[config.mk]
export PLATFORM = sky130hd
export DESIGN_NAME = mac_operand_feeder
export DESIGN_NICKNAME = d
export VERILOG_FILES = /design/src/rtl/mac_operand_feeder.sv
export SDC_FILE = /design/constraint.sdc
export NUM_CORES = 1
export LEC_CHECK = 0
export ABC_AREA = 1
export CORE_MARGIN = 3
export CORE_UTILIZATION = 55
export DETAILED_ROUTE_END_ITERATION = 10
export PLACE_DENSITY = 0.75
export SYNTH_ARGS = -nofsm -noshare
export SYNTH_HDL_FRONTEND = slang
export SYNTH_SLANG_ARGS = --single-unit
export TNS_END_PERCENT = 30
[constraint.sdc]
create_clock -name clock -period 2.4 [get_ports clock]
set_clock_uncertainty 0.15 [all_clocks]
set_input_delay 0.48 -clock clock [delete_from_list [all_inputs] [get_ports clock]]
set_output_delay 0.48 -clock clock [all_outputs]
set_load 0.05 [all_outputs]
[src/rtl/mac_operand_feeder.sv]
// Operand feeder for an 8x8 multiply-accumulate unit: buffers {a,b,last} pairs in a
// small FIFO, clears the MAC at the start of each vector and flags when S is final.
module mac_operand_feeder #(
   parameter int DATA_W  = 8,
   parameter int DEPTH   = 4,
   parameter int MAC_LAT = 1
) (
   input  logic                       clock,
   input  logic                       reset_n,
   input  logic                       in_valid,
   input  logic [DATA_W-1:0]          in_a,
   input  logic [DATA_W-1:0]          in_b,
   input  logic                       in_last,
   output logic                       in_ready,
   output logic [DATA_W-1:0]          mac_a,
   output logic [DATA_W-1:0]          mac_b,
   output logic                       mac_clear,
   output logic                       vec_done,
   output logic                       busy,
   output logic [$clog2(DEPTH):0]     fifo_count
);

   localparam int PTR_W = $clog2(DEPTH);
   localparam int CNT_W = PTR_W + 1;
   localparam int ENT_W = 2 * DATA_W + 1;

   typedef enum logic [1:0] {IDLE, CLEAR, STREAM, DRAIN} state_t;

   logic [ENT_W-1:0]  mem_q [DEPTH];
   logic [PTR_W-1:0]  wr_ptr_q, wr_ptr_d;
   logic [PTR_W-1:0]  rd_ptr_q, rd_ptr_d;
   logic [CNT_W-1:0]  count_q, count_d;

   state_t            state_q, state_d;
   logic [DATA_W-1:0] mac_a_q, mac_a_d;
   logic [DATA_W-1:0] mac_b_q, mac_b_d;
   logic              mac_clear_q, mac_clear_d;
   logic              vec_done_q, vec_done_d;
   logic [2:0]        drain_q, drain_d;

   logic              push;
   logic              pop;
   logic              empty;
   logic [ENT_W-1:0]  head;
   logic [DATA_W-1:0] head_a;
   logic [DATA_W-1:0] head_b;
   logic              head_last;

   assign in_ready  = (count_q != CNT_W'(DEPTH));
   assign push      = in_valid && in_ready;
   assign empty     = (count_q == '0);
   assign head      = mem_q[rd_ptr_q];
   assign head_a    = head[ENT_W-1 -: DATA_W];
   assign head_b    = head[DATA_W:1];
   assign head_last = head[0];

   // Storage holds no reset: occupancy alone decides which entries are meaningful.
   generate
      for (genvar gi = 0; gi < DEPTH; gi++) begin : g_entry
         always_ff @(posedge clock) begin
            if (push && (wr_ptr_q == PTR_W'(gi))) begin
               mem_q[gi] <= {in_a, in_b, in_last};
            end
         end
      end
   endgenerate

   always_comb begin
      state_d     = state_q;
      mac_a_d     = '0;
      mac_b_d     = '0;
      mac_clear_d = 1'b0;
      vec_done_d  = 1'b0;
      drain_d     = drain_q;
      pop         = 1'b0;
      case (state_q)
         IDLE: begin
            if (!empty) begin
               mac_clear_d = 1'b1;
               state_d     = CLEAR;
            end
         end
         CLEAR, STREAM: begin
            state_d = STREAM;
            if (!empty) begin
               pop     = 1'b1;
               mac_a_d = head_a;
               mac_b_d = head_b;
               // The final pair ends the vector; nothing further is issued until vec_done.
               if (head_last) begin
                  drain_d = 3'(MAC_LAT);
                  state_d = DRAIN;
               end
            end
         end
         DRAIN: begin
            drain_d = drain_q - 3'd1;
            if (drain_q == 3'd1) begin
               vec_done_d = 1'b1;
               state_d    = IDLE;
            end
         end
         default: state_d = IDLE;
      endcase
   end

   always_comb begin
      wr_ptr_d = push ? wr_ptr_q + PTR_W'(1) : wr_ptr_q;
      rd_ptr_d = pop  ? rd_ptr_q + PTR_W'(1) : rd_ptr_q;
      count_d  = count_q + CNT_W'(push) - CNT_W'(pop);
   end

   always_ff @(posedge clock or negedge reset_n) begin
      if (!reset_n) begin
         wr_ptr_q    <= '0;
         rd_ptr_q    <= '0;
         count_q     <= '0;
         state_q     <= IDLE;
         mac_a_q     <= '0;
         mac_b_q     <= '0;
         mac_clear_q <= 1'b1;
         vec_done_q  <= 1'b0;
         drain_q     <= '0;
      end else begin
         wr_ptr_q    <= wr_ptr_d;
         rd_ptr_q    <= rd_ptr_d;
         count_q     <= count_d;
         state_q     <= state_d;
         mac_a_q     <= mac_a_d;
         mac_b_q     <= mac_b_d;
         mac_clear_q <= mac_clear_d;
         vec_done_q  <= vec_done_d;
         drain_q     <= drain_d;
      end
   end

   assign mac_a      = mac_a_q;
   assign mac_b      = mac_b_q;
   assign mac_clear  = mac_clear_q;
   assign vec_done   = vec_done_q;
   assign busy       = (state_q != IDLE);
   assign fifo_count = count_q;

endmodule
==> impl_metrics.json <==
{
  "grt_max_degree": 36,
  "p_seq_share_pct": 38.8,
  "boundaryPins": 43,
  "numCtsBuffers": 9,
  "cts_tree": "yes",
  "dieWidth_um": 90.3,
  "num-fill-cells": 501,
  "clock_power_share_pct": 16.1,
  "synth_xor_area_share_pct": 1.12,
  "period_minus_slack_ps": 2290,
  "drc": 0,
  "slowest_stage": "clkdlybuf4s50_1",
  "comb_power_share_pct": 45.1,
  "setup_slack_ps": 112,
  "gp_congestion": 0.799,
  "setup_viol": 0,
  "dp_cells": 451,
  "crit_fanout": 1,
  "synthCells": 310,
  "slew_headroom_pct": 65.6,
  "internal_power_mw": 3.77,
  "synth_fp_nets": 341,
  "critPathCaptureType": "output pin",
  "max_slew.worst_pin.slew_ps": 514,
  "p_leak_nw": 1.83,
  "die_h_um": 90.3,
  "fin_tns_setup_ps": 0,
  "hold_class": "reg -> reg",
  "yosysSeqAreaShare_pct": 71.4,
  "startpoint_type": "register",
  "ys_seq_elements": 98,
  "antenna_left": 0,
  "die_area_um2": 8160,
  "initial_core_util_pct": 57.3,
  "hpwl_mm": 4.34,
  "hold_viol_final": 0,
  "cts_root_buffer": "clkbuf_8",
  "fin_cells": 467,
  "rows": 30,
  "wl_per_cell_um": 14.9,
  "core_area_um2": 6830,
  "preCtsSetupSlack_ps": 66.2,
  "crit_family": "buffers and inverters",
  "numClockSinks": 98,
  "outcome": "finished clean",
  "post_cts_buffers": 0,
  "ys_types": 28,
  "rsz0062_at_grt": "no",
  "period_share_pct": 95.3,
  "antenna_found_initial": 0,
  "drive_gt1_share_pct": 11.9,
  "synthSimpleGateAreaFrac_pct": 12.2,
  "grt_pass1_vias": 2354,
  "crit_required_ps": 1770,
  "areaGrowthSynthToFinish_pct": 19.2,
  "yosys_warnings": 0,
  "portBuffers": 42,
  "path_cells": "clkdlybuf4s50_1",
  "drv_cap": 0,
  "wirelength_mm": 6.95,
  "slew_violations": 0,
  "grt_overflow_total": 0,
  "vias_per_cell": 5.01,
  "ir_drop_uv": 644,
  "clk_latency_ps": 350,
  "sw_frac_of_total_pct": 41.1,
  "crit_buf_inv": 1,
  "cts_max_level": 3,
  "switchingPower_mw": 2.63,
  "nets": 397,
  "critical_path_class": "reg -> out",
  "vias": 2339,
  "synth_area_um2": 3910,
  "avgSynthCellArea_um2": 12.6,
  "path_clk_slew_ps": 80,
  "synthAdderAreaFrac_pct": 3.71,
  "power.density_nw_per_um2": 1370,
  "synthMuxAreaShare_pct": 0,
  "final_cell_area_um2": 4660,
  "grt_pass1_wl_mm": 11.5,
  "drt_pre_antenna_iters": 4,
  "total_power_mw": 6.39,
  "synth_top_family_by_area": "simple AND/OR/NAND/NOR gates",
  "grtUsageTotal_pct": 18.5,
  "critPathArrivalTime_ps": 1660,
  "diodes": 0,
  "placedInstanceArea_um2": 4470,
  "synth_compound_area_share_pct": 6.65,
  "max_stage_delay_ps": 790,
  "first_iter_violations": 131,
  "max_freq_mhz": 437,
  "cts_buffer_depth": 2
}
## flip-flops by register name, summed over array words and instances, names as in the netlist
register,flops
mac_b,8
rd_ptr_q,2
drain_q,3
fifo_count,3
vec_done,1
mac_clear,1
state_q,2
wr_ptr_q,2
mem_q,68
mac_a,8
## Yosys cell counts
library cell / count / share of area [%]
xor2_1: 3 / 0.67
nand2_2: 3 / 0.48
inv_2: 2 / 0.19
nand2_1: 15 / 1.4
buf_6: 4 / 1.2
buf_2: 3 / 0.38
inv_1: 22 / 2.1
xnor2_1: 2 / 0.45
nor2_1: 73 / 7.0
ha_1: 10 / 3.2
nor3_1: 1 / 0.13
inv_4: 1 / 0.16
nand2_8: 1 / 0.51
nor2_2: 1 / 0.16
nand3_2: 1 / 0.26
nor2_4: 1 / 0.29
nand3_1: 8 / 1.0
a21oi_1: 18 / 2.3
clkbuf_2: 1 / 0.13
o21ai_0: 9 / 1.2
dfrtp_1: 29 / 19
buf_4: 3 / 0.58
o21ai_1: 25 / 3.2
inv_6: 1 / 0.22
fa_1: 1 / 0.51
nand2_4: 3 / 0.86
edfxtp_1: 68 / 52
dfstp_2: 1 / 0.67
## power groups by stage
stage               sequential, mW  combinational, mW  clock (mW)
detailed placement            2.51               2.89           0
finish                        2.48               2.89        1.03
global placement              2.49               2.83           0
CTS                           2.48               2.91        1.06
global route                  2.52               3.19        1.12
floorplan                     2.95               1.67           0
## worst reg2reg max path, cell delays in order, from the launching register on
cell and delay (ps):
dfrtp_1 400, inv_1 70, ha_1 370, nand2_8 110, inv_6 40, ha_1 260
inv_1 40, ha_1 180, fa_1 370, xor2_1 170
## area by class of cell
cell class	instances	area, µm²	area share (%)
multi-input combinational	175	925	19.8
inverter	26	105	2.25
clock buffer	12	145	3.11
timing repair buffer	56	522	11.2
sequential	98	2790	59.9
clock inverter	4	51.3	1.10
tap	96	120	2.58
## per-stage QoR
step	hold WS, ps	utilization (%)
floorplan	34.4	-
global placement	351	65.4
detailed placement	354	65.4
CTS	364	68.2
global route	401	68.2
finish	367	68.2
## worst paths after layout
check                           depth (start not counted)                 endpoint                   start  slack, ps
worst max-delay path                                    1                mac_clear     mac_clear$_DFF_PN1_        110
worst min-delay path                                    1       vec_done$_DFF_PN0_  drain_q[2]$_DFFE_PN0P_        370
worst max register to register                          9  fifo_count[2]$_DFF_PN0_  state_q[0]$_DFFE_PN0P_        120
worst min register to register                          1       vec_done$_DFF_PN0_  drain_q[2]$_DFFE_PN0P_        370
max in group asynchronous                               2      mac_clear$_DFF_PN1_                 reset_n       1390
min in group asynchronous                               2  fifo_count[1]$_DFF_PN0_                 reset_n        380
## kinds of logic (layout without fill, tap and decap cells)
| group | count (synthesis) | in the layout |
|---|---|---|
| AOI/OAI and AO/OA | 52 | 52 |
| xor gates and xnor gates | 5 | 5 |
| adders and majority gates | 11 | 11 |
| buffers and inverters | 37 | 98 |
| DFF | 98 | 98 |
| and+or+nand+nor | 107 | 107 |
## repair_timing
item                                    4_1_cts  5_1_grt
gates resized for setup                       1        0
hold buffers                                  0        0
endpoints found under the setup margin        1        0
## layout by cell type (no fill, tap or decap), drive strengths merged
cell and n:
nor2 75, edfxtp 68, clkdlybuf4s50 40, o21ai 34, dfrtp 29, inv 27
nand2 22, a21oi 18, buf 15, clkbuf 12, ha 10, nand3 9
xor2 3, xnor2 2, nor3 1, fa 1, clkinvlp 1, bufinv 1
clkinv 1, dfstp 1, dlygate4sd2 1
## metal layers
| layer | part of all wire, % | wire length (µm) | global-route usage (%) | vias up |
|---|---|---|---|---|
| met2 | 53 | 3700 | 32.3 | 73 |
| li1 | - | - | - | 1151 |
| met1 | 40 | 2760 | 21.5 | 1106 |
| met3 | 5.4 | 375 | 4.67 | 9 |
| met4 | 1.7 | 117 | 8.42 | 0 |
| met5 | 0 | 0 | 0 | - |
No activity file was read; power rests on OpenSTA's default activity.
